### src/rtl/rv_lsu.sv
// RV32I load/store unit: word-access initiator with sub-word store read-modify-write.
// Optional address range check enabled by defining RV_LSU_BOUNDS_CHECK_EN.
module rv_lsu #(
  parameter int DMEM_DEPTH = 1024
) (
  input  logic        clk,
  input  logic        reset_n,
  input  logic        req_valid_i,
  output logic        req_ready_o,
  input  logic        req_store_i,
  input  logic [2:0]  req_funct3_i,
  input  logic [31:0] req_addr_i,
  input  logic [31:0] req_wdata_i,
  output logic        rsp_valid_o,
  input  logic        rsp_ready_i,
  output logic [31:0] rsp_rdata_o,
  output logic        rsp_err_o,
  output logic [31:0] dmem_addr_o,
  output logic        dmem_wr_o,
  output logic [31:0] dmem_wr_data_o,
  input  logic [31:0] dmem_data_i
);
  localparam int IDX_W = $clog2(DMEM_DEPTH);

  typedef enum logic [1:0] {IDLE, ACCESS, MERGE, RESP} state_t;
  state_t state, state_nxt;

  logic             store_q;
  logic [2:0]       funct3_q;
  logic [IDX_W+1:0] addr_q;
  logic [31:0]      wdata_q;
  logic [31:0]      merge_q;
  logic [31:0]      rdata_q;
  logic             err_q;
  logic [IDX_W-1:0] idx_hold_q;
  logic             accept;
  logic             req_legal;
  logic             is_sw;
  logic [IDX_W-1:0] idx_cur;

  function automatic logic legal_f(input logic st, input logic [2:0] f3, input logic [1:0] lo);
    logic ok;
    ok = st ? (f3 inside {3'b000, 3'b001, 3'b010})
            : (f3 inside {3'b000, 3'b001, 3'b010, 3'b100, 3'b101});
    if (f3[1:0] == 2'b01 && lo[0]) ok = 1'b0;
    if (f3[1:0] == 2'b10 && lo != 2'b00) ok = 1'b0;
    return ok;
  endfunction

  function automatic logic [31:0] load_ext(input logic [31:0] word, input logic [1:0] lo,
                                           input logic [2:0] f3);
    logic [31:0] sh;
    sh = word >> {lo, 3'b000};
    case (f3)
      3'b000:  return {{24{sh[7]}}, sh[7:0]};
      3'b001:  return {{16{sh[15]}}, sh[15:0]};
      3'b100:  return {24'h0, sh[7:0]};
      3'b101:  return {16'h0, sh[15:0]};
      default: return word;
    endcase
  endfunction

  function automatic logic [31:0] store_merge(input logic [31:0] word, input logic [1:0] lo,
                                              input logic [2:0] f3, input logic [31:0] wd);
    logic [31:0] r;
    r = word;
    if (f3[0] == 1'b0) r[{lo, 3'b000} +: 8] = wd[7:0];
    else               r[{lo[1], 4'b0000} +: 16] = wd[15:0];
    return r;
  endfunction

`ifdef RV_LSU_BOUNDS_CHECK_EN
  assign req_legal = legal_f(req_store_i, req_funct3_i, req_addr_i[1:0]) &&
                     (req_addr_i[31:IDX_W+2] == '0);
`else
  // Upper address bits are intentionally dropped, so addresses alias.
  logic unused_addr_hi;
  assign unused_addr_hi = ^req_addr_i[31:IDX_W+2];
  assign req_legal = legal_f(req_store_i, req_funct3_i, req_addr_i[1:0]);
`endif

  assign accept  = req_valid_i && req_ready_o;
  assign is_sw   = store_q && (funct3_q[1:0] == 2'b10);
  assign idx_cur = addr_q[IDX_W+1:2];

  always_ff @(posedge clk) begin
    if (!reset_n) state <= IDLE;
    else          state <= state_nxt;
  end

  always_comb begin
    state_nxt = state;
    case (state)
      IDLE:    if (accept) state_nxt = req_legal ? ACCESS : RESP;
      ACCESS:  state_nxt = (store_q && !is_sw) ? MERGE : RESP;
      MERGE:   state_nxt = RESP;
      RESP:    if (rsp_ready_i) state_nxt = IDLE;
      default: state_nxt = IDLE;
    endcase
  end

  always_comb begin
    req_ready_o    = reset_n && (state == IDLE);
    rsp_valid_o    = (state == RESP);
    dmem_wr_o      = reset_n && (((state == ACCESS) && is_sw) || (state == MERGE));
    dmem_wr_data_o = 32'h0;
    if (state == MERGE)                dmem_wr_data_o = merge_q;
    else if (state == ACCESS && is_sw) dmem_wr_data_o = wdata_q;
    dmem_addr_o = {{(32 - IDX_W){1'b0}},
                   ((state == ACCESS) || (state == MERGE)) ? idx_cur : idx_hold_q};
  end

  assign rsp_rdata_o = rdata_q;
  assign rsp_err_o   = err_q;

  always_ff @(posedge clk) begin
    if (!reset_n) begin
      store_q    <= 1'b0;
      funct3_q   <= 3'b000;
      addr_q     <= '0;
      wdata_q    <= 32'h0;
      merge_q    <= 32'h0;
      rdata_q    <= 32'h0;
      err_q      <= 1'b0;
      idx_hold_q <= '0;
    end else begin
      // Request capture: errors go straight to the response with zero data.
      if (accept) begin
        store_q  <= req_store_i;
        funct3_q <= req_funct3_i;
        addr_q   <= req_addr_i[IDX_W+1:0];
        wdata_q  <= req_wdata_i;
        err_q    <= !req_legal;
        rdata_q  <= 32'h0;
      end
      // Access stage: memory read data is consumed the same cycle it is addressed.
      if (state == ACCESS) begin
        idx_hold_q <= idx_cur;
        if (!store_q) rdata_q <= load_ext(dmem_data_i, addr_q[1:0], funct3_q);
        merge_q <= store_merge(dmem_data_i, addr_q[1:0], funct3_q, wdata_q);
      end
    end
  end
endmodule

### config.mk
export PLATFORM = sky130hd
export DESIGN_NAME = rv_lsu
export DESIGN_NICKNAME = d
export VERILOG_FILES = /design/src/rtl/rv_lsu.sv
export SDC_FILE = /design/constraint.sdc
export NUM_CORES = 1
export LEC_CHECK = 0
export BUFFER_PORTS_ARGS = -buffer_cell sky130_fd_sc_hd__buf_2
export CORE_MARGIN = 5
export CORE_UTILIZATION = 56
export DETAILED_ROUTE_END_ITERATION = 10
export HOLD_SLACK_MARGIN = 0.15
export PLACE_DENSITY = 0.95
export SLEW_MARGIN = 15
export SYNTH_ARGS = -nofsm -noshare
export SYNTH_HDL_FRONTEND = slang
export SYNTH_SLANG_ARGS = --single-unit
### constraint.sdc
create_clock -name clk -period 5.24 [get_ports clk]
set_input_delay 0.262 -clock clk [delete_from_list [all_inputs] [get_ports clk]]
set_output_delay 0.262 -clock clk [all_outputs]
set_load 0.05 [all_outputs]
Yosys cells after proc, flatten, opt, wreduce, memory -nomap -nowiden
Cells that the tools add are included.

Shifts and indexed selects: 5. Reduce and logical (&&, ||, !) cells: 19. Bitwise logic cells: 0. Equality and inequality tests: 15. Divide/modulo/power cells: 0. Order comparisons: 0. Multiplexer cells: 18. Multipliers: 0. Add/sub/neg operators: 2.

Operators with widths (count): 2-to-1 mux 32 bit (6); one-hot mux 32 bit (4 select lines) (1); bitwise mux 32 bit (2); variable shift 16 x 7 -> 32 bit, first input constant (1); variable shift 8 x 7 -> 32 bit, first input constant (1); variable part select 16 x 7 -> 32 bit (1); variable part select 8 x 7 -> 32 bit (1); >> shifter 32 x 5 -> 16 bit (1); negator 5 -> 7 bit (2); == test 3 bit, second input constant (4); 2-to-1 mux 10 bit (1); == test 2 bit, second input constant (4); logical AND 1 bit (8); one-hot mux 2 bit (4 select lines) (1); == test 3 x 1 -> 1 bit, second input constant (2); zero test 3 bit (2); 2-to-1 mux 2 bit (3); nonzero test 5 bit (1); == test 2 x 1 -> 1 bit, second input constant (2); 2-to-1 mux 1 bit (4); == test 3 x 2 -> 1 bit, second input constant (1); nonzero test 3 bit (1); zero test 1 bit (2); zero test 2 bit (1); other kinds (5) (6).

Output and inout bits: 100. RAM bits: 0. Bits of input ports: 104. ROM bits: 0. Register bits: 125. Memories kept: 0. Logic and storage cells: 68. Bits in latches: 0.

Longest topological paths before layout
Depth in word-level cells: 8. Gate-level depth with buffers: 9. Depth with buffers taken out: 6.

Worst setup path after synthesis
No wires, ideal clock.

Kind: flip-flop to output port. From: reg state[0]. To: out dmem_wr_data_o[11]. Data arrival time: 2.049 ns. Slack: 2.929 ns. Required time: 4.978 ns. Cell stages (with the launch flop): 7. Path buffers: 2. Cells stage by stage: dfxtp_1 -> inv_1 -> ha_1 -> clkbuf_1 -> clkbuf_1 -> mux2i_1 -> nor2_1.

Cells in the longest elaborated chain, start to end: 4. Elaborated cells on any way between the ends: 5. Classes of those cells: eq/ne (2); mux (2); reduce/logical (1).

RTL lines: start: declaration (line 26) `state_t state, state_nxt;`; start signal: assignment (line 88) `else state <= state_nxt;`; == test 2 x 1 -> 1 bit (line 108) `else if (state == ACCESS && is_sw) dmem_wr_data_o = wdata_q;`; logical AND 1 bit (line 108); 2-to-1 mux 32 bit (line 108); 2-to-1 mux 32 bit (*) (line 107) `if (state == MERGE) dmem_wr_data_o = merge_q;`; end: declaration (line 20) `output logic [31:0] dmem_wr_data_o,`.

Mark *: on every way between the ends. The rest lies on a longest branch, timed or not.

Worst setup path after layout
From: reg funct3_q[1]. To: out dmem_wr_o.

Cells in the longest elaborated chain, start to end: 5.

RTL lines: start: declaration (line 29) `logic [2:0] funct3_q;`; start signal: assignment (line 130) `funct3_q <= req_funct3_i;`; == test 2 bit (line 83) `assign is_sw = store_q && (funct3_q[1:0] == 2'b10);`; logical AND 1 bit (line 83); logical AND 1 bit (line 105) `dmem_wr_o = reset_n && (((state == ACCESS) && is_sw) || (state == MERGE));`; logical OR 1 bit (line 105); logical AND 1 bit (line 105); end: declaration (line 19) `output logic dmem_wr_o,`.

No other way between the ends.

==> metrics <==
fraction of synthesized area in multiplexers=12.52%; FMAX=334.6 MHz; largest net degree at the start of global routing=75; post-synth top area cell=dfxtp_1; vias per cell=6.110; initial antenna violation count=1; Post-Syn Area per Cell=8.396 um2; first-pass GRT wire length=34.31 mm; synthesized cell area=6558 um2; vias in the first global route=6608; fin crit period=2.989 ns; Area after DPL=7249 um2; DRC viols=0; final wirelength=21.98 mm; CP max stage delay=1.06 ns; largest family of logic cells by synthesized area=simple AND/OR/NAND/NOR gates; relative slew slack=24.76%; cells along the critical path=nor2b_1 > a31oi_2 > buf_4 > nor2_1 > buf_2; grt ovf=0; post-synthesis compound-gate area fraction=19.88%; multi-input logic area=3664 um2; fin nets=1072; sequential area share after synthesis=38.16%; Top delay family on crit path=flip-flops; DR pass1 iterations=5; Clock Latency Late Sink=0.42 ns; FP Rows=39; H-tree lvl count=4; startpoint types=flop; Die Height=118.2 um; DRT met1 WL=8.230 mm; met2 wire len=10.43 mm; post-synthesis simple-gate area fraction=19.94%; PD cells=523.6 nW/um2; Ys Warns=0; number of port buffers=161; Max Fanout on Critical Path=35; CTS clk-pin slew, worst paths=0.06 ns; post-synthesis cell type count=52; r2r setup slk=2.31 ns; Max Cap Viol=0; Syn-to-layout area delta=26.85%; DP HPWL=13.79 mm; RSZ-0062 raised after global routing=false; routed wl met3=2.211 mm; Routed Antenna Nets=0; CTS Buf Count=17; Sink Count=125; Root Driver=clkbuf_16; Placer Congestion=0.9536; # IOs=204; CTS tree=done; worst slew pin tran=1.127 ns; Final Skew=0.01033 ns; ys async rst share=0%; XOR/XNOR share of the synthesized area=0%; register area=2502 um2; commonest non-fill, non-tap cells in the layout=buf_2 (161), nand2_1 (135), dfxtp_1 (125); commonest non-fill, non-tap cell in the layout=buf_2; Yosys top cell area share=38.16%; Die W=118.2 um; Post-Syn Instances=781; Synth Flop Type=dfxtp_1; CP bufs+invs=2; Hold WC Path Type=primary input to flop; Core ar.=11470 um2; wire per inst=19.78 um; Worst Path Required=4.98 ns; slowest cell on the critical path=dfxtp_1; Tcrit/Tclk final=57.03%; number of synthesized register bits=125; GRT Total Usage=30.12%; status=complete, no violations; Worst Setup Path Type=flop to output port; VDD IR max=417.6 uV; vias post-DR=6788; die area=13970 um2; layout cells sized above 1=24.41%; Setup Buffers After CTS=0; arrival time worst endpoint=2.73 ns; static leakage=3.620 nW; crit end category=output port; setup TNS=0 ns; DR top layer=met4; Starting Density=57.18%; Design Area, Final=8318 um2; Clock Tree Buf Depth=2; largest cells by area after synthesis=dfxtp_1 (38%), mux2i_1 (9.2%), nand2_1 (7.7%); final setup vio count=0; # fillers=788; initial DRC count=784; Post-Synth Adder-Cell Area=1.908%; Fin. Hold Viols=0; max-slew violation count=0; number of synthesized flops with an enable pin=0
==> worst reg2reg max path: stages (launching register included) <==
cell	delay [ns]
dfxtp_1	0.70
inv_1	0.33
ha_1	0.42
nor4bb_2	0.78
a221o_1	0.29
nand3_1	0.11
a21oi_1	0.19
==> metrics by stage <==
stage / setup WS (ns) / instances / util, % / hold slack [ns] / power (mW)
global placement: 2.230 / 1029 / 63.22 / 0.4202 / 3.150
finish: 2.252 / 1111 / 72.54 / 0.1643 / 4.356
detailed placement: 2.074 / 1029 / 63.22 / 0.4352 / 3.203
CTS: 2.039 / 1110 / 72.46 / 0.1547 / 4.318
floorplan: 2.929 / 802 / - / 0.3610 / 2.808
global route: 2.084 / 1111 / 72.54 / 0.1789 / 4.553
==> where the power goes <==
group          switching [mW]  internal [mW]  total [mW]
Sequential              0.177           1.18        1.35
Combinational            1.30          0.618        1.92
Clock                   0.418          0.663        1.08
==> state kept, by name (all words and copies together), names as in the netlist <==
signal	count
addr_q	12
funct3_q	3
idx_hold_q	10
merge_q	32
rsp_err_o	1
rsp_rdata_o	32
state	2
store_q	1
wdata_q	32
==> synthesized netlist by cell type (3+ instances only) <==
cell type / n
nor2b_1: 7
a32oi_1: 7
nand2b_1: 23
a211oi_2: 10
o31ai_1: 4
o221ai_1: 6
buf_6: 3
a22oi_1: 18
nor4b_1: 3
a211oi_1: 8
a221o_1: 24
clkbuf_1: 41
o21ai_0: 21
nor2_1: 43
mux2i_1: 60
nand2_1: 135
dfxtp_1: 125
ha_1: 10
a21oi_1: 66
buf_4: 24
mux2_2: 17
buf_2: 8
inv_1: 8
buf_1: 9
o22a_1: 4
nand3_1: 65
==> repair_timing <==
| action | in CTS | in global routing |
|---|---|---|
| hold buffers | 53 | 0 |
| resized for setup | 0 | 0 |
| hold endpoints to repair | 53 | 0 |
==> routing by layer <==
layer,vias up,global-route usage [%]
met5,-,0
met4,0,17.06
met3,104,7.259
met2,446,49.61
met1,3148,35.92
li1,3090,-
==> cells by family (layout without fill, tap and decap cells) <==
logic type               Yosys count  count (layout)
AO/OA/AOI/OAI                    181             181
adder cells (fa/ha/maj)           10              10
buffers and inverters             96             261
flip-flops                       125             125
multiplexers                      79              79
other                              1              23
AND/OR/NAND/NOR                  289             289
==> final timing paths <==
kind	startpoint	end	cells after the start
max	funct3_q[1]	dmem_wr_o	5
min	dmem_data_i[24]	rsp_rdata_o[24]	3
max reg2reg	addr_q[0]	merge_q[28]	6
min reg2reg	rsp_rdata_o[0]	rsp_rdata_o[0]	2
==> cell type report <==
| class | instances | share of cell area [%] |
|---|---|---|
| Antenna cell | 1 | 0.03008 |
| Clock buffer | 21 | 5.536 |
| Clock inverter | 7 | 0.8273 |
| Inverter | 10 | 0.4513 |
| Multi-Input combinational cell | 581 | 44.04 |
| Sequential cell | 125 | 30.08 |
| Tap cell | 143 | 2.151 |
| Timing Repair Buffer | 223 | 16.88 |
Power figures use the tool's default switching activity.
